[src/rtl/hilo_hazard_tracker.sv]
// hilo_hazard_tracker
//   Tracks in-flight writers of the special registers (bit0 = LO, bit1 = HI,
//   generalised to NREG) over DEPTH stages after decode, models the divider
//   holding stage 1 for DIV_CYCLES cycles, and produces the decode stall plus
//   a per-register forwarding-stage select.
//
// Ports
//   clk            pipeline clock
//   resetn         asynchronous active-low reset
//   id_valid       decode instruction valid
//   id_rd_mask     special registers read by the decode instruction
//   id_wr_mask     special registers written by the decode instruction
//   id_multicycle  decode instruction is a multi-cycle op (DIV/DIVU)
//   flush          kill the tracked stages and abort the divider
//   stall_out      decode must hold; stage 1 takes a bubble
//   fwd_sel        field r at [r*SELW +: SELW]; 0 = register file, k = stage k
//   busy           multi-cycle op is holding stage 1
//   div_remaining  remaining hold cycles of stage 1
module hilo_hazard_tracker #(
  parameter int NREG          = 2,
  parameter int DEPTH         = 3,
  parameter int DIV_CYCLES    = 4,
  parameter int FWD_MIN_STAGE = 2,
  parameter int SELW          = $clog2(DEPTH + 1),
  parameter int CNT_W         = $clog2(DIV_CYCLES + 1)
) (
  input  logic                 clk,
  input  logic                 resetn,
  input  logic                 id_valid,
  input  logic [NREG-1:0]      id_rd_mask,
  input  logic [NREG-1:0]      id_wr_mask,
  input  logic                 id_multicycle,
  input  logic                 flush,
  output logic                 stall_out,
  output logic [NREG*SELW-1:0] fwd_sel,
  output logic                 busy,
  output logic [CNT_W-1:0]     div_remaining
);

  // Stage entries, stage k at index k (1 = E ... DEPTH = W).
  logic [DEPTH:1]  v_reg, v_next;
  logic [NREG-1:0] wr_reg  [1:DEPTH];
  logic [NREG-1:0] wr_next [1:DEPTH];
  // The multicycle flag only matters while the op sits in the divider
  // (stage 1); once it moves on it is an ordinary writer, so later stages
  // do not carry it.
  logic            mc1_reg, mc1_next;
  logic [CNT_W-1:0] cnt_reg, cnt_next;

  logic [NREG-1:0] hazard;
  logic            accept;

  assign busy          = (cnt_reg != '0);
  assign div_remaining = cnt_reg;

  // Per-register youngest-writer search. Scanning from the oldest stage down
  // to stage 1 lets the lowest matching stage overwrite older matches.
  genvar gi;
  generate
    for (gi = 0; gi < NREG; gi++) begin : g_reg
      logic            found;
      logic [SELW-1:0] kstar;
      logic            too_young;

      always_comb begin
        found = 1'b0;
        kstar = '0;
        for (int k = DEPTH; k >= 1; k--) begin
          if (v_reg[k] && wr_reg[k][gi]) begin
            found = 1'b1;
            kstar = SELW'(k);
          end
        end
      end

      assign too_young   = found && (kstar < SELW'(FWD_MIN_STAGE));
      assign hazard[gi]  = id_rd_mask[gi] && too_young;
      assign fwd_sel[gi*SELW +: SELW] =
        (id_rd_mask[gi] && found && !too_young) ? kstar : '0;
    end
  endgenerate

  assign stall_out = id_valid && (busy || (|hazard));
  assign accept    = id_valid && !stall_out && !flush;

  always_comb begin
    v_next   = v_reg;
    mc1_next = mc1_reg;
    cnt_next = cnt_reg;
    for (int k = 1; k <= DEPTH; k++) begin
      wr_next[k] = wr_reg[k];
    end

    if (flush) begin
      // Everything is killed; the masks still shift so stage DEPTH holds the
      // old stage DEPTH-1 entry, but with v=0 nothing is visible.
      v_next     = '0;
      mc1_next   = 1'b0;
      cnt_next   = '0;
      wr_next[1] = '0;
      for (int k = 2; k <= DEPTH; k++) begin
        wr_next[k] = wr_reg[k-1];
      end
    end else if (busy) begin
      // Stage 1 holds the divide; a bubble opens behind it in stage 2.
      cnt_next   = mc1_reg ? (cnt_reg - CNT_W'(1)) : '0;
      v_next[2]  = 1'b0;
      wr_next[2] = '0;
      for (int k = 3; k <= DEPTH; k++) begin
        v_next[k]  = v_reg[k-1];
        wr_next[k] = wr_reg[k-1];
      end
    end else begin
      for (int k = 2; k <= DEPTH; k++) begin
        v_next[k]  = v_reg[k-1];
        wr_next[k] = wr_reg[k-1];
      end
      v_next[1]  = accept;
      wr_next[1] = accept ? id_wr_mask : '0;
      mc1_next   = accept && id_multicycle;
      // Loading DIV_CYCLES-1 gives DIV_CYCLES cycles in stage 1: the op
      // leaves on the first edge that sees cnt==0.
      cnt_next   = (accept && id_multicycle) ? CNT_W'(DIV_CYCLES - 1) : '0;
    end
  end

  always_ff @(posedge clk or negedge resetn) begin
    if (!resetn) begin
      v_reg   <= '0;
      mc1_reg <= 1'b0;
      cnt_reg <= '0;
      for (int k = 1; k <= DEPTH; k++) begin
        wr_reg[k] <= '0;
      end
    end else begin
      v_reg   <= v_next;
      mc1_reg <= mc1_next;
      cnt_reg <= cnt_next;
      for (int k = 1; k <= DEPTH; k++) begin
        wr_reg[k] <= wr_next[k];
      end
    end
  end

endmodule

[config.mk]
export PLATFORM = sky130hd
export DESIGN_NAME = hilo_hazard_tracker
export DESIGN_NICKNAME = d
export VERILOG_FILES = /design/src/rtl/hilo_hazard_tracker.sv
export SDC_FILE = /design/constraint.sdc
export NUM_CORES = 1
export LEC_CHECK = 0
export ABC_CLOCK_PERIOD_IN_PS = 1150
export BUFFER_PORTS_ARGS = -buffer_cell sky130_fd_sc_hd__buf_2
export CAP_MARGIN = 25
export CORE_UTILIZATION = 42
export CTS_BUF_LIST = sky130_fd_sc_hd__clkbuf_16
export DETAILED_ROUTE_END_ITERATION = 7
export PLACE_DENSITY = 0.7
export SETUP_SLACK_MARGIN = 0.05
export SYNTH_ARGS = -nofsm -noshare
export SYNTH_HDL_FRONTEND = slang
export SYNTH_SLANG_ARGS = --single-unit
[constraint.sdc]
create_clock -name clk -period 1.15 [get_ports clk]
set_input_delay 0.1725 -clock clk [delete_from_list [all_inputs] [get_ports clk]]
set_output_delay 0.1725 -clock clk [all_outputs]
set_load 0.03 [all_outputs]
# Word level (Yosys, flattened, before mapping)
# Cells that the tools add are included.
classes:
  n_addsub: 1
  div_mod_pow: 0
  reduce_logical: 25
  magnitude_cmp: 2
  n_bitwise: 0
  multipliers: 0
  mux: 27
  shift: 0
  n_eq_ne: 1
op_table:
  columns: ["op", "count"]
  rows:
  - ["2-bit 2-to-1 mux", 11]
  - ["1-bit logical AND", 18]
  - ["3-bit 2-to-1 mux", 4]
  - ["1-bit 2-to-1 mux", 10]
  - ["6-bit 2-to-1 mux", 1]
  - ["1-bit logical NOT", 4]
  - ["2-bit < comparator (second input constant)", 2]
  - ["4-bit 2-to-1 mux", 1]
  - ["3-bit nonzero test", 1]
  - ["3-bit by 1-bit subtractor with 3-bit output (second input constant)", 1]
  - ["2-bit inequality test (second input constant)", 1]
  - ["2-bit OR reduction", 1]
  - ["1-bit logical OR", 1]
totals:
  reg_bits: 13
  latchBits: 0
  in_bits: 9
  wordCells: 63
  rom_bits: 0
  mem_count: 0
  ramBits: 0
  output_inout_bits: 9

# Logic depth before layout (Yosys ltp)
# Gate-level depths: netlist of run 1.
logic_depth:
  depth_word: 17
  mapped_depth: 6
  ltp_nobuf: 6

# Worst setup path after synthesis of run 1
# No wires, ideal clock.
synth_timing:
  path_kind: "reg2out"
  from: "reg cnt_reg[0] (netlist: div_remaining[0])"
  to: "out stall_out"
  n_path_buf: 0
  path_stages_with_launch: 6
  path_slack_ns: -0.670
  arrival_ns: 1.647
  required_time_ns: 0.978
  cell_sequence: "dfrtp_1 inv_1 ha_1 ha_1 inv_1 o21a_1"
synth_via:
  elab_chain_cells: 3
synth_rtl:
  columns: ["item", "line_no", "rtl"]
  rows:
  - ["from (decl)", "48", "logic [CNT_W-1:0] cnt_reg, cnt_next;"]
  - ["from (signal assigned)", "138", "cnt_reg <= cnt_next;"]
  - ["3-bit nonzero test", "53", "assign busy = (cnt_reg != '0);"]
  - ["net busy", "36", "output logic busy,"]
  - ["1-bit logical OR", "83", "assign stall_out = id_valid && (busy || (|hazard));"]
  - ["1-bit logical AND", "83", null]
  - ["to (decl)", "34", "output logic stall_out,"]
# The timed path passes the listed nets, and every way through them passes these cells.

# Final worst setup path of run 1
layout_timing:
  from: "reg cnt_reg[0] (netlist: div_remaining[0])"
  to: "out stall_out"
layout_via:
  elab_chain_cells: 3
layout_rtl:
  columns: ["item", "line_no"]
  rows:
  - ["3-bit nonzero test", "53"]
  - ["1-bit logical OR", "83"]
  - ["1-bit logical AND", "83"]
# No other way between the ends.

==> impl_metrics.env, run 1 <==
export IMPL_status="finished with violations"
export IMPL_violations="negative setup slack"
export IMPL_dieHeight_um=38.8
export IMPL_power_mw=1.43
export IMPL_antenna_found_initial=0
export IMPL_fin_setup_tns_ns=-2.77
export IMPL_setup_viol=15
export IMPL_syn_cell_area_sq_um=568
export IMPL_cpMaxStageDelayCell="dfrtp_2"
export IMPL_path_cells="inv_2 > ha_4 > ha_4 > inv_6 > o21a_4 > buf_6"
export IMPL_pwr_share_seq_pct=34.6
export IMPL_clockBufferDepth=2
export IMPL_final_util_pct=88.8
export IMPL_areaGrowthSynthToFinish_pct=85.5
export IMPL_cp_end_kind="output port"
export IMPL_dpl_cell_count=93
export IMPL_synth_ff_type="dfrtp_1"
export IMPL_clockRootBuffer="clkbuf_16"
export IMPL_clk_pin_slew_worst_paths_ns=0.04
export IMPL_clk_latency_ns=0.24
export IMPL_cts_buffers=3
export IMPL_setup_ws_ns=-0.357
export IMPL_cts_tree="built"
export IMPL_max_stage_delay_ns=0.40
export IMPL_cts_num_sinks=13
export IMPL_diodes=0
export IMPL_tightest_slew_ns=0.345
export IMPL_die_width_um=38.8
export IMPL_totalWireLength_um=1580
export IMPL_hold_class="in -> reg"
export IMPL_syn_num_nets=65
export IMPL_nFillCells=51
export IMPL_worstPathMaxFanout=2
export IMPL_synth_seq_cells=13
export IMPL_synth_compound_area_share_pct=16.3
export IMPL_post_place_ws_ns=-0.163
export IMPL_final_min_clock_period_ns=1.51
export IMPL_dieArea_sq_mm=0.00150
export IMPL_final_nets=99
export IMPL_htreeDepth=1
export IMPL_layout_drive_gt1_share_pct=70.1
export IMPL_critical_path_class="reg -> out"
export IMPL_syn_inst=54
export IMPL_overflow=0
export IMPL_grt_max_degree=14
export IMPL_coreArea_sq_mm=0.00119
export IMPL_grt_pass1_vias=513
export IMPL_synth_edff_count=0
export IMPL_ys_async_sr_fraction_pct=100
export IMPL_grt_total_usage_pct=25.7
export IMPL_combPwrFrac_pct=19.5
export IMPL_power_density_mw_per_mm2=1360
export IMPL_p_sw_share_pct=25.3
export IMPL_critPathRequiredTime_ns=0.98
export IMPL_grt_setup_unrepaired="true"
export IMPL_first_pass_iters=4
export IMPL_synth_top_family_by_area="simple AND/OR/NAND/NOR gates"
export IMPL_maxSlewHeadroom_pct=76.9
export IMPL_avgSynthCellArea_sq_um=10.5
export IMPL_largest_reg_flops=6
export IMPL_crit_top_cell="ha_4"
export IMPL_wl_per_cell_um=15.7
export IMPL_drc=0
export IMPL_dr_total_vias=544
export IMPL_globalplace_congestion=0.780
export IMPL_ir_drop_uv=1350
export IMPL_vias_per_cell=5.39
export IMPL_start_util_pct=47.9
export IMPL_power_internal_mw=1.07
export IMPL_cap_violations=0
export IMPL_crit_family="flip-flops"
export IMPL_fin_crit_sh_pct=131
export IMPL_synthAdderAreaFrac_pct=4.41
export IMPL_yosysWarnings=0
export IMPL_fin_cells=101
export IMPL_rows=12
export IMPL_yosys_area_share_simple_pct=16.5
export IMPL_synth_xor_area_share_pct=0
export IMPL_fmax_ghz=0.664
export IMPL_drt_iter0_drc=8
export IMPL_final_max_slew_viol_count=0
export IMPL_cp_start_kind="flop"
export IMPL_synth_distinct_cells=20
export IMPL_pin_count=18
export IMPL_power_leakage_nw=0.481
export IMPL_synth_seq_area_share_pct=57.3
export IMPL_finalHoldViolCount=0
export IMPL_crit_buf_inv=3
export IMPL_io_buffers=17
export IMPL_worstPathArrival_ns=1.33
export IMPL_postRouteAntennaNets=0
export IMPL_p_switching_mw=0.363
export IMPL_grt_pass1_wl_um=2320
export IMPL_synth_mux_area_share_pct=0
export IMPL_skew_ns=0.00116
export IMPL_power_frac_clock_pct=45.9
==> cell usage after synthesis, types with 2 or more instances <==
| cell type | instances | area share, % |
|---|---|---|
| nor2_1 | 4 | 2.6 |
| nand2_1 | 6 | 4.0 |
| o22ai_1 | 2 | 2.2 |
| nor3b_1 | 2 | 2.6 |
| nand4b_1 | 2 | 3.1 |
| dfrtp_1 | 13 | 57 |
| inv_1 | 7 | 4.6 |
| o21ai_0 | 2 | 1.8 |
| a21oi_1 | 3 | 2.6 |
| ha_1 | 2 | 4.4 |
| o32ai_1 | 2 | 3.1 |
==> layout make-up <==
| type | count | area, sq um | share of cell area [%] |
|---|---|---|---|
| Timing Repair Buffer | 30 | 236 | 22.4 |
| Inverter | 7 | 31.3 | 2.97 |
| Clock buffer | 3 | 75.1 | 7.13 |
| Clock inverter | 1 | 3.75 | 0.356 |
| Multi-Input combinational cell | 33 | 362 | 34.3 |
| Sequential cell | 13 | 328 | 31.1 |
| Tap cell | 14 | 17.5 | 1.66 |
==> what timing repair did <==
| item | 4_1_cts | 5_1_grt |
|---|---|---|
| hold endpoints to repair | 13 | 0 |
| endpoints found under the setup margin | 16 | 17 |
| pin swaps | 7 | 2 |
| buffers inserted | 2 | 2 |
| resized for setup | 33 | 2 |
| hold buffers | 1 | 0 |
==> worst paths after layout <==
check / to / cells past startpoint / start / slack [ns]
max: stall_out / 6 / div_remaining[0] / -0.36
max reg2reg: div_remaining[1] / 7 / div_remaining[1] / -0.21
max in group asynchronous: div_remaining[0] / 2 / resetn / 0.56
min: v_reg[1] / 2 / flush / 0.24
min reg2reg: wr_reg[1] / 0 / wr_reg[3] / 0.38
min in group asynchronous: wr_reg[2] / 2 / resetn / 0.34
==> power groups by stage <==
| stage | sequential, mW | clock, mW | combinational, mW |
|---|---|---|---|
| global placement | 0.501 | 0 | 0.191 |
| global route | 0.499 | 0.680 | 0.296 |
| floorplan | 0.509 | 0 | 0.104 |
| finish | 0.497 | 0.658 | 0.280 |
| detailed placement | 0.502 | 0 | 0.197 |
| CTS | 0.497 | 0.651 | 0.267 |
==> cell families after synthesis <==
family	after synthesis
flip-flops	13
AO/OA/AOI/OAI	13
adder cells (fa/ha/maj)	2
buffers and inverters	8
AND/OR/NAND/NOR	18
==> per-stage QoR <==
stage / hold WS, ns / area, sq um
after floorplan: -0.123 / 638
after global placement: 0.0659 / 803
after detailed placement: 0.0699 / 803
after CTS: 0.232 / 1040
after global routing: 0.250 / 1050
final: 0.240 / 1050
==> layout by cell type (no fill, tap or decap), drive strengths merged <==
cell type    instances
o211ai               1
clkbuf               3
o21ai                3
nor2b                1
ha                   2
o22ai                2
nor3b                2
nor3                 1
o32ai                2
dlygate4sd3          1
nand4b               2
buf                 29
o21a                 1
a22oi                1
a21oi                3
inv                  8
nand2b               1
dfrtp               13
nor2                 5
nand2                6
==> worst register-to-register path: stages, from the launching register on <==
cell and delay (ns):
dfrtp_2 0.36, inv_2 0.05, ha_4 0.15, ha_4 0.17, buf_4 0.15, buf_4 0.14, o211ai_4 0.11, o22ai_1 0.12
==> per-layer routing <==
layer	vias up	global-route usage (%)	part of all wire [%]
met4	0	12.9	2.7
met2	23	45.0	54
li1	252	-	-
met1	262	25.8	38
met3	7	10.4	5.1
met5	-	0	0
(Power assumes the default switching activity.)
==> run 2: changes to the inputs <==
- CTS_BUF_LIST: sky130_fd_sc_hd__clkbuf_16 -> unset
==> impl_metrics.env, run 2 (synthesized netlist as in run 1, its figures left out) <==
export IMPL_clockBufferDepth=2
export IMPL_grt_total_usage_pct=22.7
export IMPL_cts_buffers=3
export IMPL_combPwrFrac_pct=25.9
export IMPL_critical_path_class="reg -> out"
export IMPL_use_met2_pct=42.9
export IMPL_p_switching_mw=0.310
export IMPL_areaGrowthSynthToFinish_pct=77.3
export IMPL_grt_setup_unrepaired="true"
export IMPL_dpl_cell_count=93
export IMPL_worstPathArrival_ns=1.38
export IMPL_pwr_share_seq_pct=46.9
export IMPL_critPathRequiredTime_ns=0.98
export IMPL_drt_iter0_drc=5
export IMPL_fin_cells=103
export IMPL_crit_top_cell="ha_4"
export IMPL_setup_ws_ns=-0.404
export IMPL_rows=12
export IMPL_fmax_ghz=0.643
export IMPL_power_leakage_nw=0.459
export IMPL_p_sw_share_pct=29.3
export IMPL_grt_use_met3_pct=3.47
export IMPL_grt_pass1_vias=488
export IMPL_clk_pin_slew_worst_paths_ns=0.08
export IMPL_dieArea_sq_mm=0.00150
export IMPL_dr_total_vias=532
export IMPL_clockRootBuffer="clkbuf_4"
export IMPL_antenna_found_initial=0
export IMPL_skew_ns=0.00633
export IMPL_finalHoldViolCount=0
export IMPL_totalWireLength_um=1400
export IMPL_largest_reg_flops=6
export IMPL_start_util_pct=47.9
export IMPL_ir_drop_uv=755
export IMPL_power_density_mw_per_mm2=1050
export IMPL_dieHeight_um=38.8
export IMPL_tightest_slew_ns=0.279
export IMPL_clk_latency_ns=0.28
export IMPL_cap_violations=0
export IMPL_crit_buf_inv=3
export IMPL_vias_per_cell=5.17
export IMPL_use_met1_pct=21.8
export IMPL_wl_per_cell_um=13.6
export IMPL_power_internal_mw=0.748
export IMPL_rrSetupSlack_ns=-0.22
export IMPL_diodes=0
export IMPL_cp_end_kind="output port"
export IMPL_violations="negative setup slack"
export IMPL_coreArea_sq_mm=0.00119
export IMPL_htreeDepth=1
export IMPL_cts_tree="built"
export IMPL_cp_start_kind="flop"
export IMPL_worstPathMaxFanout=2
export IMPL_hold_class="in -> reg"
export IMPL_fin_crit_sh_pct=135
export IMPL_maxSlewHeadroom_pct=81.4
export IMPL_pin_count=18
export IMPL_final_min_clock_period_ns=1.55
export IMPL_post_dp_cell_area_sq_um=803
export IMPL_drc=0
export IMPL_post_place_ws_ns=-0.163
export IMPL_grt_max_degree=14
export IMPL_first_pass_iters=2
export IMPL_max_stage_delay_ns=0.42
export IMPL_mostFrequentLayoutCells="dfrtp_1 (11), buf_4 (11), buf_2 (10), buf_6 (10), nand2_1 (5)"
export IMPL_overflow=0
export IMPL_layout_drive_gt1_share_pct=68.5
export IMPL_die_width_um=38.8
export IMPL_final_cell_area_sq_mm=0.00101
export IMPL_status="finished with violations"
export IMPL_setup_viol=16
export IMPL_globalplace_congestion=0.780
export IMPL_path_cells="inv_2 > ha_4 > ha_4 > inv_6 > o21a_4 > buf_6"
export IMPL_crit_family="flip-flops"
export IMPL_power_frac_clock_pct=27.2
export IMPL_final_nets=101
export IMPL_cts_num_sinks=13
export IMPL_final_max_slew_viol_count=0
export IMPL_grt_pass1_wl_um=2120
export IMPL_top_usage_layer="met2"
export IMPL_postRouteAntennaNets=0
export IMPL_io_buffers=17
export IMPL_cpMaxStageDelayCell="dfrtp_2"
[run 2: changes by cell type in the layout (fill, tap and decap cells not counted), sizes merged]
cell    delta
buf        +2
clkbuf     +1
inv        -1
[run 2: power groups by stage]
stage	combinational (mW)	sequential, mW	clock (mW)
after floorplan	0.104	0.509	0
after global placement	0.191	0.501	0
after detailed placement	0.197	0.502	0
after CTS	0.260	0.495	0.290
after global routing	0.291	0.498	0.308
final	0.274	0.496	0.287
[run 2: repair_timing]
item / 4_1_cts / 5_1_grt
hold endpoints to repair: 13 / 0
gates resized for setup: 31 / 4
hold buffers: 1 / 0
buffers inserted: 3 / 2
endpoints found under the setup margin: 17 / 17
pin swaps: 6 / 0
[run 2: layer usage]
metal / part of all wire (%) / vias to the layer above
li1: - / 262
met1: 41 / 252
met2: 54 / 13
met3: 1.4 / 5
met4: 2.9 / 0
met5: 0 / -
[run 2: worst register-to-register path: stages (launching register included)]
cell and delay, ns:
dfrtp_2 0.38, inv_2 0.05, ha_4 0.15, ha_4 0.16, buf_4 0.15, buf_4 0.14, o211ai_4 0.10, o22ai_1 0.11
[run 2: layout make-up]
cell class	instances	area [sq um]
Clock buffer	4	26.3
Tap cell	14	17.5
Sequential cell	13	328
Inverter	7	33.8
Fill cell	63	179
Multi-Input combinational cell	33	347
Timing Repair Buffer	32	255
[run 2: path summary, 6_finish.rpt]
check,from,end,cells after the start
worst max-delay path,div_remaining[0],stall_out,6
worst min-delay path,id_wr_mask[0],wr_reg[4],3
worst max register to register,div_remaining[0],div_remaining[1],7
worst min register to register,wr_reg[3],wr_reg[1],0
max in group asynchronous,resetn,div_remaining[1],2
min in group asynchronous,resetn,wr_reg[1],2
[run 2: metrics by stage]
| stage | TNS (ns) | power [mW] | hold slack, ns | utilization [%] |
|---|---|---|---|---|
| after floorplan | -0.571 | 0.613 | -0.123 | - |
| after global placement | -0.557 | 0.692 | 0.0659 | 67.7 |
| after detailed placement | -0.855 | 0.699 | 0.0699 | 67.7 |
| after CTS | -3.08 | 1.04 | 0.170 | 82.6 |
| after global routing | -4.03 | 1.10 | 0.172 | 84.9 |
| final | -3.25 | 1.06 | 0.172 | 84.9 |
==> run 3: changes to the inputs <==
- BUFFER_PORTS_ARGS: -buffer_cell sky130_fd_sc_hd__buf_2 -> -buffer_cell sky130_fd_sc_hd__buf_4
==> impl_metrics.env, run 3 (synthesized netlist as in run 1, its figures left out) <==
export IMPL_nFillCells=52
export IMPL_grt_total_usage_pct=22.6
export IMPL_postRouteAntennaNets=0
export IMPL_layout_commonest_cell="buf_4"
export IMPL_totalWireLength_um=1530
export IMPL_skew_ns=0.00347
export IMPL_grt_pass1_vias=517
export IMPL_clockRootBuffer="clkbuf_4"
export IMPL_overflow=0
export IMPL_tightest_slew_ns=0.315
export IMPL_die_width_um=38.8
export IMPL_setup_ws_ns=-0.389
export IMPL_finalHoldViolCount=0
export IMPL_dieArea_sq_mm=0.00150
export IMPL_layout_drive_gt1_share_pct=68.5
export IMPL_io_buffers=17
export IMPL_cp_start_kind="flop"
export IMPL_final_cell_area_sq_mm=0.00105
export IMPL_crit_path_start="div_remaining[0]"
export IMPL_post_dp_cell_area_sq_um=846
export IMPL_cts_buffers=3
export IMPL_violations="negative setup slack"
export IMPL_drc=0
export IMPL_status="finished with violations"
export IMPL_rrSetupSlack_ns=-0.22
export IMPL_dp_hpwl_um=926
export IMPL_grt_setup_unrepaired="true"
export IMPL_areaGrowthSynthToFinish_pct=85.0
export IMPL_globalplace_congestion=0.770
export IMPL_rows=12
export IMPL_largest_reg_flops=6
export IMPL_mostFrequentLayoutCells="buf_4 (20), dfrtp_1 (11), buf_6 (11), nand2_1 (5), inv_2 (4)"
export IMPL_wl_met3_um=44
export IMPL_power_leakage_nw=0.478
export IMPL_grt_pass1_wl_um=2170
export IMPL_dr_total_vias=525
export IMPL_diodes=0
export IMPL_power_density_mw_per_mm2=1010
export IMPL_critPathRequiredTime_ns=0.98
export IMPL_antenna_found_initial=0
export IMPL_whs_ns=0.153
export IMPL_worstPathArrival_ns=1.37
export IMPL_cp_end_kind="output port"
export IMPL_coreArea_sq_mm=0.00119
export IMPL_final_min_clock_period_ns=1.54
export IMPL_final_max_slew_viol_count=0
export IMPL_hold_class="in -> reg"
export IMPL_cts_num_sinks=13
export IMPL_final_nets=101
export IMPL_wl_met2_um=868
export IMPL_pin_count=18
export IMPL_clk_pin_slew_worst_paths_ns=0.08
export IMPL_vias_per_cell=5.10
export IMPL_grt_max_degree=14
export IMPL_first_pass_iters=4
export IMPL_setup_viol=17
export IMPL_drt_iter0_drc=9
export IMPL_fmax_ghz=0.650
export IMPL_critical_path_class="reg -> out"
export IMPL_worstPathMaxFanout=2
export IMPL_met1_length_um=590
export IMPL_start_util_pct=47.9
export IMPL_clockBufferDepth=2
export IMPL_maxSlewHeadroom_pct=78.9
export IMPL_highest_layer="met4"
export IMPL_ir_drop_uv=710
export IMPL_wl_per_cell_um=14.8
export IMPL_fin_crit_sh_pct=134
export IMPL_dieHeight_um=38.8
export IMPL_rr_startpoint="div_remaining[1]"
export IMPL_cap_violations=0
export IMPL_hp_start="flush"
export IMPL_cts_tree="built"
export IMPL_htreeDepth=1
export IMPL_clk_latency_ns=0.27
-- run 3: worst paths after layout --
check | cells past startpoint | endpoint
worst max-delay path | 6 | stall_out
worst min register to register | 0 | wr_reg[1]
min in group asynchronous | 2 | wr_reg[2]
worst min-delay path | 2 | v_reg[1]
max in group asynchronous | 2 | div_remaining[1]
worst max register to register | 6 | wr_reg[5]
-- run 3: per-layer routing --
| metal | vias up | global-route usage, % |
|---|---|---|
| li1 | 258 | - |
| met5 | - | 0 |
| met4 | 0 | 5.17 |
| met2 | 14 | 44.6 |
| met3 | 4 | 5.20 |
| met1 | 249 | 23.5 |
-- run 3: layout make-up --
class / count / area, sq um / area share, %
inverter: 7 / 31.3 / 2.98
sequential: 13 / 328 / 31.2
timing repair buffer: 32 / 284 / 27.0
clock buffer: 4 / 26.3 / 2.50
multi-input combinational: 33 / 364 / 34.6
tap: 14 / 17.5 / 1.67
-- run 3: per-stage QoR --
step	power (mW)	utilization, %	std cells	setup WS (ns)	setup TNS (ns)
finish	1.06	88.6	103	-0.389	-3.28
global placement	0.706	71.3	93	-0.141	-0.343
floorplan	0.613	-	54	-0.182	-0.571
CTS	1.04	85.5	102	-0.380	-3.23
detailed placement	0.710	71.3	93	-0.152	-0.456
global route	1.11	88.6	103	-0.439	-4.10
-- run 3: critical path, cell delays in order (launching register included) --
cell     delay, ns
dfrtp_2       0.41
inv_2         0.07
ha_4          0.13
ha_4          0.15
inv_6         0.03
o21a_4        0.18
buf_6         0.13
-- run 3: what timing repair did --
action / CTS / global route
hold buffers: 1 / 0
resized for setup: 24 / 6
buffers inserted: 5 / 2
pin swaps: 6 / 4
hold endpoints to repair: 13 / 0
endpoints found under the setup margin: 17 / 18
-- run 3: report_power, final --
| part | total, mW | switching (mW) | internal [mW] |
|---|---|---|---|
| Clock | 0.277 | 0.143 | 0.134 |
| Combinational | 0.292 | 0.148 | 0.145 |
| Sequential | 0.495 | 0.0140 | 0.481 |
| Total | 1.06 | 0.305 | 0.759 |
